<file path="src/rtl/ov7670_cfg_seq_pkg.sv">
// Shared constants, defaults and FSM encoding for the OV7670 configuration sequencer.
// Table entries are 16-bit {register address, register data}.
package ov7670_cfg_seq_pkg;

  localparam logic [6:0]  c_ov7670_id  = 7'h21;
  localparam logic [7:0]  c_end_addr   = 8'hFF;
  localparam logic [7:0]  c_end_data   = 8'hFF;
  localparam logic [7:0]  c_delay_addr = 8'hFE;
  localparam logic [15:0] c_end_entry  = {c_end_addr, c_end_data};

  localparam int c_def_nb_idx         = 8;
  localparam int c_def_pwrup_cycles   = 100_000;
  localparam int c_def_delay_cycles   = 100_000;
  localparam int c_def_timeout_cycles = 20_000;
  localparam int c_def_nb_cnt         = 17;

  typedef enum logic [3:0] {
    ST_IDLE,
    ST_PWRUP,
    ST_FETCH,
    ST_DECODE,
    ST_REQ,
    ST_WAIT_FIN,
    ST_DELAY,
    ST_DONE,
    ST_ERR
  } cfg_state_t;

  function automatic logic is_end_entry(input logic [15:0] entry);
    return entry == c_end_entry;
  endfunction

  function automatic logic is_delay_entry(input logic [15:0] entry);
    return entry[15:8] == c_delay_addr;
  endfunction

endpackage

</file>
<file path="src/rtl/ov7670_cfg_seq_regs_rom.sv">
// Synchronous register-table ROM: index in, {addr, data} out one clock later.
// Unused slots read as the END marker so a short table always terminates.
module ov7670_regs_rom
  import ov7670_cfg_seq_pkg::*;
#(
  parameter int c_nb_idx = c_def_nb_idx
) (
  input  logic                clk,
  input  logic [c_nb_idx-1:0] idx,
  output logic [15:0]         entry
);

  localparam int c_depth   = 2 ** c_nb_idx;
  localparam int c_nb_used = 11;

  localparam logic [15:0] c_table [c_nb_used] = '{
    16'h1280,                 // COM7: soft reset, needs the settle delay below
    {c_delay_addr, 8'h00},
    16'h1214,                 // COM7: QVGA, RGB
    16'h40D0,                 // COM15: RGB565, full range
    16'h1101,                 // CLKRC: prescale by 2
    16'h0C04,                 // COM3: scaling enable
    16'h3E19,                 // COM14: PCLK divide for QVGA
    16'h703A,                 // SCALING_XSC
    16'h7135,                 // SCALING_YSC
    16'h8C00,                 // RGB444 off
    c_end_entry
  };

  logic [15:0] rom [c_depth];

  for (genvar gi = 0; gi < c_depth; gi++) begin : g_rom
    if (gi < c_nb_used) begin : g_used
      assign rom[gi] = c_table[gi];
    end else begin : g_pad
      assign rom[gi] = c_end_entry;
    end
  end

  always_ff @(posedge clk) begin
    entry <= rom[idx];
  end

endmodule

</file>
<file path="src/rtl/ov7670_cfg_seq.sv">
// Walks the OV7670 register table and issues one SCCB write per entry,
// with power-up / marker delays and a per-write completion timeout.
module ov7670_cfg_seq
  import ov7670_cfg_seq_pkg::*;
#(
  parameter logic [6:0] c_id             = c_ov7670_id,
  parameter int         c_nb_idx         = c_def_nb_idx,
  parameter int         c_pwrup_cycles   = c_def_pwrup_cycles,
  parameter int         c_delay_cycles   = c_def_delay_cycles,
  parameter int         c_timeout_cycles = c_def_timeout_cycles,
  parameter int         c_nb_cnt         = c_def_nb_cnt
) (
  input  logic                clk,
  input  logic                rst_n,
  input  logic                start_cfg,
  input  logic                sccb_ready,
  input  logic                sccb_finish_tx,
  output logic                sccb_start_tx,
  output logic [6:0]          sccb_id,
  output logic [7:0]          sccb_addr,
  output logic [7:0]          sccb_data_wr,
  output logic                cfg_busy,
  output logic                cfg_done,
  output logic                cfg_err,
  output logic [c_nb_idx-1:0] cfg_idx
);

  // Counter loads are N-1 so a phase lasts exactly N cycles ending at zero.
  localparam logic [c_nb_cnt-1:0] c_pwrup_load   = c_nb_cnt'(c_pwrup_cycles - 1);
  localparam logic [c_nb_cnt-1:0] c_delay_load   = c_nb_cnt'(c_delay_cycles - 1);
  localparam logic [c_nb_cnt-1:0] c_timeout_load = c_nb_cnt'(c_timeout_cycles - 1);

  cfg_state_t          state_reg, state_next;
  logic [c_nb_cnt-1:0] cnt_reg, cnt_next;
  logic [c_nb_idx-1:0] idx_reg, idx_next;
  logic [7:0]          addr_reg, addr_next;
  logic [7:0]          data_reg, data_next;
  logic                start_reg, start_next;
  logic [15:0]         rom_entry;
  logic                cnt_zero;
  logic                idx_last;

  ov7670_regs_rom #(
    .c_nb_idx (c_nb_idx)
  ) u_rom (
    .clk   (clk),
    .idx   (idx_reg),
    .entry (rom_entry)
  );

  assign cnt_zero = (cnt_reg == '0);
  assign idx_last = &idx_reg;

  always_ff @(posedge clk or negedge rst_n) begin
    if (!rst_n) begin
      state_reg <= ST_IDLE;
      cnt_reg   <= '0;
      idx_reg   <= '0;
      addr_reg  <= '0;
      data_reg  <= '0;
      start_reg <= 1'b0;
    end else begin
      state_reg <= state_next;
      cnt_reg   <= cnt_next;
      idx_reg   <= idx_next;
      addr_reg  <= addr_next;
      data_reg  <= data_next;
      start_reg <= start_next;
    end
  end

  always_comb begin
    state_next = state_reg;
    cnt_next   = cnt_reg;
    idx_next   = idx_reg;
    addr_next  = addr_reg;
    data_next  = data_reg;
    start_next = 1'b0;
    case (state_reg)
      ST_IDLE, ST_DONE, ST_ERR: begin
        if (start_cfg) begin
          state_next = ST_PWRUP;
          cnt_next   = c_pwrup_load;
          idx_next   = '0;
        end
      end
      ST_PWRUP: begin
        if (cnt_zero) begin
          state_next = ST_FETCH;
          idx_next   = '0;
        end else begin
          cnt_next = cnt_reg - 1'b1;
        end
      end
      ST_FETCH: state_next = ST_DECODE;
      ST_DECODE: begin
        if (is_end_entry(rom_entry)) begin
          state_next = ST_DONE;
        end else if (is_delay_entry(rom_entry)) begin
          state_next = ST_DELAY;
          cnt_next   = c_delay_load;
        end else begin
          state_next = ST_REQ;
          addr_next  = rom_entry[15:8];
          data_next  = rom_entry[7:0];
        end
      end
      ST_REQ: begin
        if (sccb_ready) begin
          state_next = ST_WAIT_FIN;
          start_next = 1'b1;
          cnt_next   = c_timeout_load;
        end
      end
      ST_WAIT_FIN: begin
        // A finish on the terminal-count cycle still counts as success.
        if (sccb_finish_tx) begin
          state_next = idx_last ? ST_DONE : ST_FETCH;
          if (!idx_last) idx_next = idx_reg + 1'b1;
        end else if (cnt_zero) begin
          state_next = ST_ERR;
        end else begin
          cnt_next = cnt_reg - 1'b1;
        end
      end
      ST_DELAY: begin
        if (cnt_zero) begin
          state_next = idx_last ? ST_DONE : ST_FETCH;
          if (!idx_last) idx_next = idx_reg + 1'b1;
        end else begin
          cnt_next = cnt_reg - 1'b1;
        end
      end
      default: state_next = ST_IDLE;
    endcase
  end

  assign sccb_start_tx = start_reg;
  assign sccb_id       = c_id;
  assign sccb_addr     = addr_reg;
  assign sccb_data_wr  = data_reg;
  assign cfg_idx       = idx_reg;
  assign cfg_done      = (state_reg == ST_DONE);
  assign cfg_err       = (state_reg == ST_ERR);
  assign cfg_busy      = !(state_reg inside {ST_IDLE, ST_DONE, ST_ERR});

endmodule
</file>
<file path="config.mk">
export PLATFORM = sky130hd
export DESIGN_NAME = ov7670_cfg_seq
export DESIGN_NICKNAME = d
export VERILOG_FILES = /design/src/rtl/ov7670_cfg_seq_pkg.sv /design/src/rtl/ov7670_cfg_seq_regs_rom.sv /design/src/rtl/ov7670_cfg_seq.sv
export SDC_FILE = /design/constraint.sdc
export NUM_CORES = 1
export LEC_CHECK = 0
export CAP_MARGIN = 20
export CORE_MARGIN = 1.5
export CORE_UTILIZATION = 30
export DETAILED_ROUTE_END_ITERATION = 7
export PLACE_DENSITY = 0.49
export RECOVER_POWER = 50
export SYNTH_ARGS = -nofsm -noshare
export SYNTH_HDL_FRONTEND = slang
export SYNTH_SLANG_ARGS = --single-unit
export TNS_END_PERCENT = 20
</file>
<file path="constraint.sdc">
create_clock -name clk -period 2.1 [get_ports clk]
set_input_delay 0.315 -clock clk [delete_from_list [all_inputs] [get_ports clk]]
set_output_delay 0.315 -clock clk [all_outputs]
set_load 0.01 [all_outputs]
</file>
==> flow_metrics.py <==
metrics = {
    "timing": {
        "slew_viol_final": 0,
        "period_share_pct": 97.3,
        "hold_viol_final": 0,
        "fmax_ghz": 0.490,
        "finalCriticalPeriod_ns": 2.04,
        "layout_setup_ws_ns": 0.0577,
        "maxSlewHeadroom_pct": 16.9,
        "tightest_slew_ns": 1.25,
        "final-setup-viol-count": 0,
        "clock-skew-final_ns": 0.00966,
        "hold_slack_ns": 0.483,
        "fin_setup_tns_ns": 0,
        "rsz0062_at_grt": "true",
    },
    "finish": {
        "nNetsFinal": 436,
        "n_antenna_cell": 0,
        "final_cells": 568,
        "fillers": 1106,
        "multiInputGateArea_um2": 1790,
        "largest_reg_flops": 17,
        "register_area_um2": 1430,
        "layout-drive-gt1-share_pct": 22.9,
        "synthToLayoutAreaGrowth_pct": 29.1,
    },
    "placed_design": {
        "pre_cts_ws_ns": -0.0909,
        "place_hpwl_um": 6130,
        "gp_congestion": 0.829,
        "dp.cells": 549,
        "io_buffers": 32,
    },
    "run": {
        "maxCapViolations": 0,
    },
    "global_route": {
        "grt_max_degree": 23,
        "track_usage_pct": 15.3,
        "grt_pass1_wl_um": 14100,
        "grt_pass1_vias": 2897,
        "grt-ovfl-total": 0,
        "antenna_found_initial": 0,
    },
    "floorplan": {
        "initial_core_util_pct": 30.9,
        "die_h_um": 109,
        "core_area_um2": 10900,
        "rows": 38,
        "pin_count": 40,
        "dieArea_um2": 11900,
        "die_w_um": 109,
    },
    "power_and_ir_drop": {
        "p_per_area_nw_per_um2": 1380,
        "p_leak_nw": 1.83,
        "power_mw": 6.01,
        "ir_drop_mv": 0.568,
    },
    "route": {
        "viasPerCell": 5.14,
        "drtIter0Drc": 204,
        "wl_per_cell_um": 14.6,
        "dr.pass1.iters": 4,
        "wirelength_um": 8300,
        "vias": 2922,
        "ant_nets": 0,
        "drc": 0,
    },
    "synthesis": {
        "synth_edf_count": 0,
        "ys_types": 65,
        "synth-main-ff-cell": "dfrtp_1",
        "synth_seq_cells": 60,
        "ys_top_cells_by_area": "dfrtp_1 33%, dfxtp_1 8.9%, mux2_2 5.0%",
        "postSynthCellCount": 356,
        "syn-cell-area_um2": 3370,
        "yosysWarnings": 0,
        "ys_async_sr_fraction_pct": 75.0,
        "yosys.area.top_type": "dfrtp_1",
        "ys_seq_area_share_pct": 42.4,
        "synth_top_area_share_pct": 33.5,
        "synth.avg_cell_area_um2": 9.45,
    },
    "setup_path": {
        "worstSetupPathType": "reg -> reg",
        "path_buf_inv": 2,
        "path_max_fanout": 8,
        "required_ns": 2.33,
        "crit_path_start_kind": "flip-flop",
        "crit_chain": "inv_1 > ha_2 > nor4b_4 > nand4_4 > o31ai_4 > buf_6 > o21ai_1 > a32o_1",
        "critPathCaptureType": "flip-flop",
        "slowest_delay_ns": 0.40,
        "worstPathArrival_ns": 2.27,
        "slowest_stage": "dfrtp_1",
        "path_delay_family": "compound AO/OA/AOI/OAI gates",
    },
    "run_status": {
        "status": "finished clean",
    },
    "clocking": {
        "clk_pin_slew_worst_paths_ns": 0.08,
        "tritoncts": "yes",
        "htree_levels": 3,
        "clk_latency_ns": 0.34,
        "numCtsBuffers": 9,
        "cts.sinks": 60,
        "clockBufferDepth": 2,
        "root_buffer": "clkbuf_8",
    },
    "worst_hold_path": {
        "hold_class": "reg -> reg",
    },
}
==> kinds of logic (layout without fill, tap and decap cells) <==
| group | Yosys count | count (layout) | synth area share [%] |
|---|---|---|---|
| AO/OA/AOI/OAI | 111 | 111 | 22.5 |
| buffers and inverters | 44 | 111 | 6.10 |
| XOR/XNOR | 1 | 1 | 0.260 |
| adder cells (fa/ha/maj) | 8 | 8 | 2.97 |
| multiplexers | 20 | 20 | 6.51 |
| other | 2 | 7 | 0.223 |
| AND/OR/NAND/NOR | 110 | 110 | 19.1 |
| flip-flops | 60 | 60 | 42.4 |
==> cells in the final DEF (no fill, tap or decap), types with 3 or more instances in the layout <==
cell type,count
dfrtp_1,43
o21ai_0,33
buf_4,33
nand2_1,22
clkdlybuf4s50_1,20
nor2_1,18
inv_1,17
mux2_2,15
dfxtp_1,15
nand3_1,13
a21oi_1,13
dlygate4sd3_1,10
a31oi_1,9
nor3_1,9
clkbuf_8,9
ha_1,7
conb_1,7
o22ai_1,6
and3_1,5
nor4_1,5
and2_1,5
nand4_1,5
mux2i_1,5
a21o_1,5
nand2b_1,4
o2111ai_1,3
o21ai_1,3
o31ai_1,3
or3_1,3
a22oi_1,3
a211oi_1,3
o21a_1,3
a32o_1,3
clkinvlp_4,3
clkbuf_1,3
buf_6,3
buf_12,3
==> per-layer routing <==
layer,part of all wire (%),vias up,routed length [um],track usage [%]
met5,0,-,0,0
met4,1.3,0,112,4.51
met3,2.8,10,232,4.00
met2,49,40,4040,25.4
met1,47,1441,3920,19.3
li1,-,1431,-,-
==> Yosys cell counts, drive strengths merged (3+ instances only) <==
cell type / n
ha: 8
nand4: 6
a21o: 5
nor3: 9
a21boi: 4
a31oi: 9
dfxtp: 15
nand3: 13
nand2: 22
clkbuf: 8
mux2i: 5
a21oi: 13
or3: 5
o2111ai: 3
a22oi: 3
nor2: 19
o21a: 3
and2: 5
o31ai: 5
a211oi: 3
a2bb2oi: 3
o22ai: 7
inv: 19
mux2: 15
and3: 5
a32o: 3
nand2b: 4
dfrtp: 45
buf: 17
nor4: 8
o21ai: 38
==> what timing repair did <==
item | 4_1_cts | 5_1_grt
resized for setup | 5 | 11
buffers inserted | 0 | 2
hold endpoints to repair | 20 | 0
hold buffers | 1 | 0
endpoints found under the setup margin | 11 | 12
pin swaps | 1 | 3
gates cloned | 0 | 0
==> report_power, final <==
group | total [mW] | internal, mW | switching (mW)
registers | 1.79 | 1.51 | 0.283
clock network | 1.04 | 0.553 | 0.490
logic | 3.18 | 1.54 | 1.64
total | 6.01 | 3.60 | 2.41
==> area by class of cell <==
cell class	instances	share of cell area, %
Clock buffer	9	2.85
Tap cell	140	4.03
Timing Repair Buffer	76	15.7
Clock inverter	7	1.73
Inverter	19	1.64
Multi-Input combinational cell	257	41.1
Sequential cell	60	32.9
==> metrics by stage <==
step	instance area (um2)	util, %
2_1_floorplan	3380	-
3_3_place_gp	4090	37.5
3_5_place_dp	4090	37.5
4_1_cts	4310	39.6
5_1_grt	4350	39.9
6_report	4350	39.9
==> worst reg2reg max path, cell delays in order, from the launching register on <==
cell and delay (ns):
dfrtp_1 0.40, inv_1 0.07, ha_2 0.20, nor4b_4 0.28, nand4_4 0.23, o31ai_4 0.30
buf_6 0.17, o21ai_1 0.08, a32o_1 0.20
==> worst paths after layout <==
kind                                                start                     endpoint  slack [ns]  cells after the start
worst min-delay path            u_rom.entry[4]$_SDFF_PN1_  sccb_data_wr[4]$_DFFE_PN0P_        0.48                      2
worst max register to register     cnt_reg[0]$_DFFE_PN0P_       cfg_idx[4]$_DFFE_PN0P_        0.06                      8
worst max-delay path               cnt_reg[0]$_DFFE_PN0P_       cfg_idx[4]$_DFFE_PN0P_        0.06                      8
max in group asynchronous                           rst_n     state_reg[1]$_DFFE_PN0P_        0.36                      3
min in group asynchronous                           rst_n      cnt_reg[13]$_DFFE_PN0P_        0.76                      2
worst min register to register  u_rom.entry[4]$_SDFF_PN1_  sccb_data_wr[4]$_DFFE_PN0P_        0.48                      2
No activity file was read; power rests on OpenSTA's default activity.
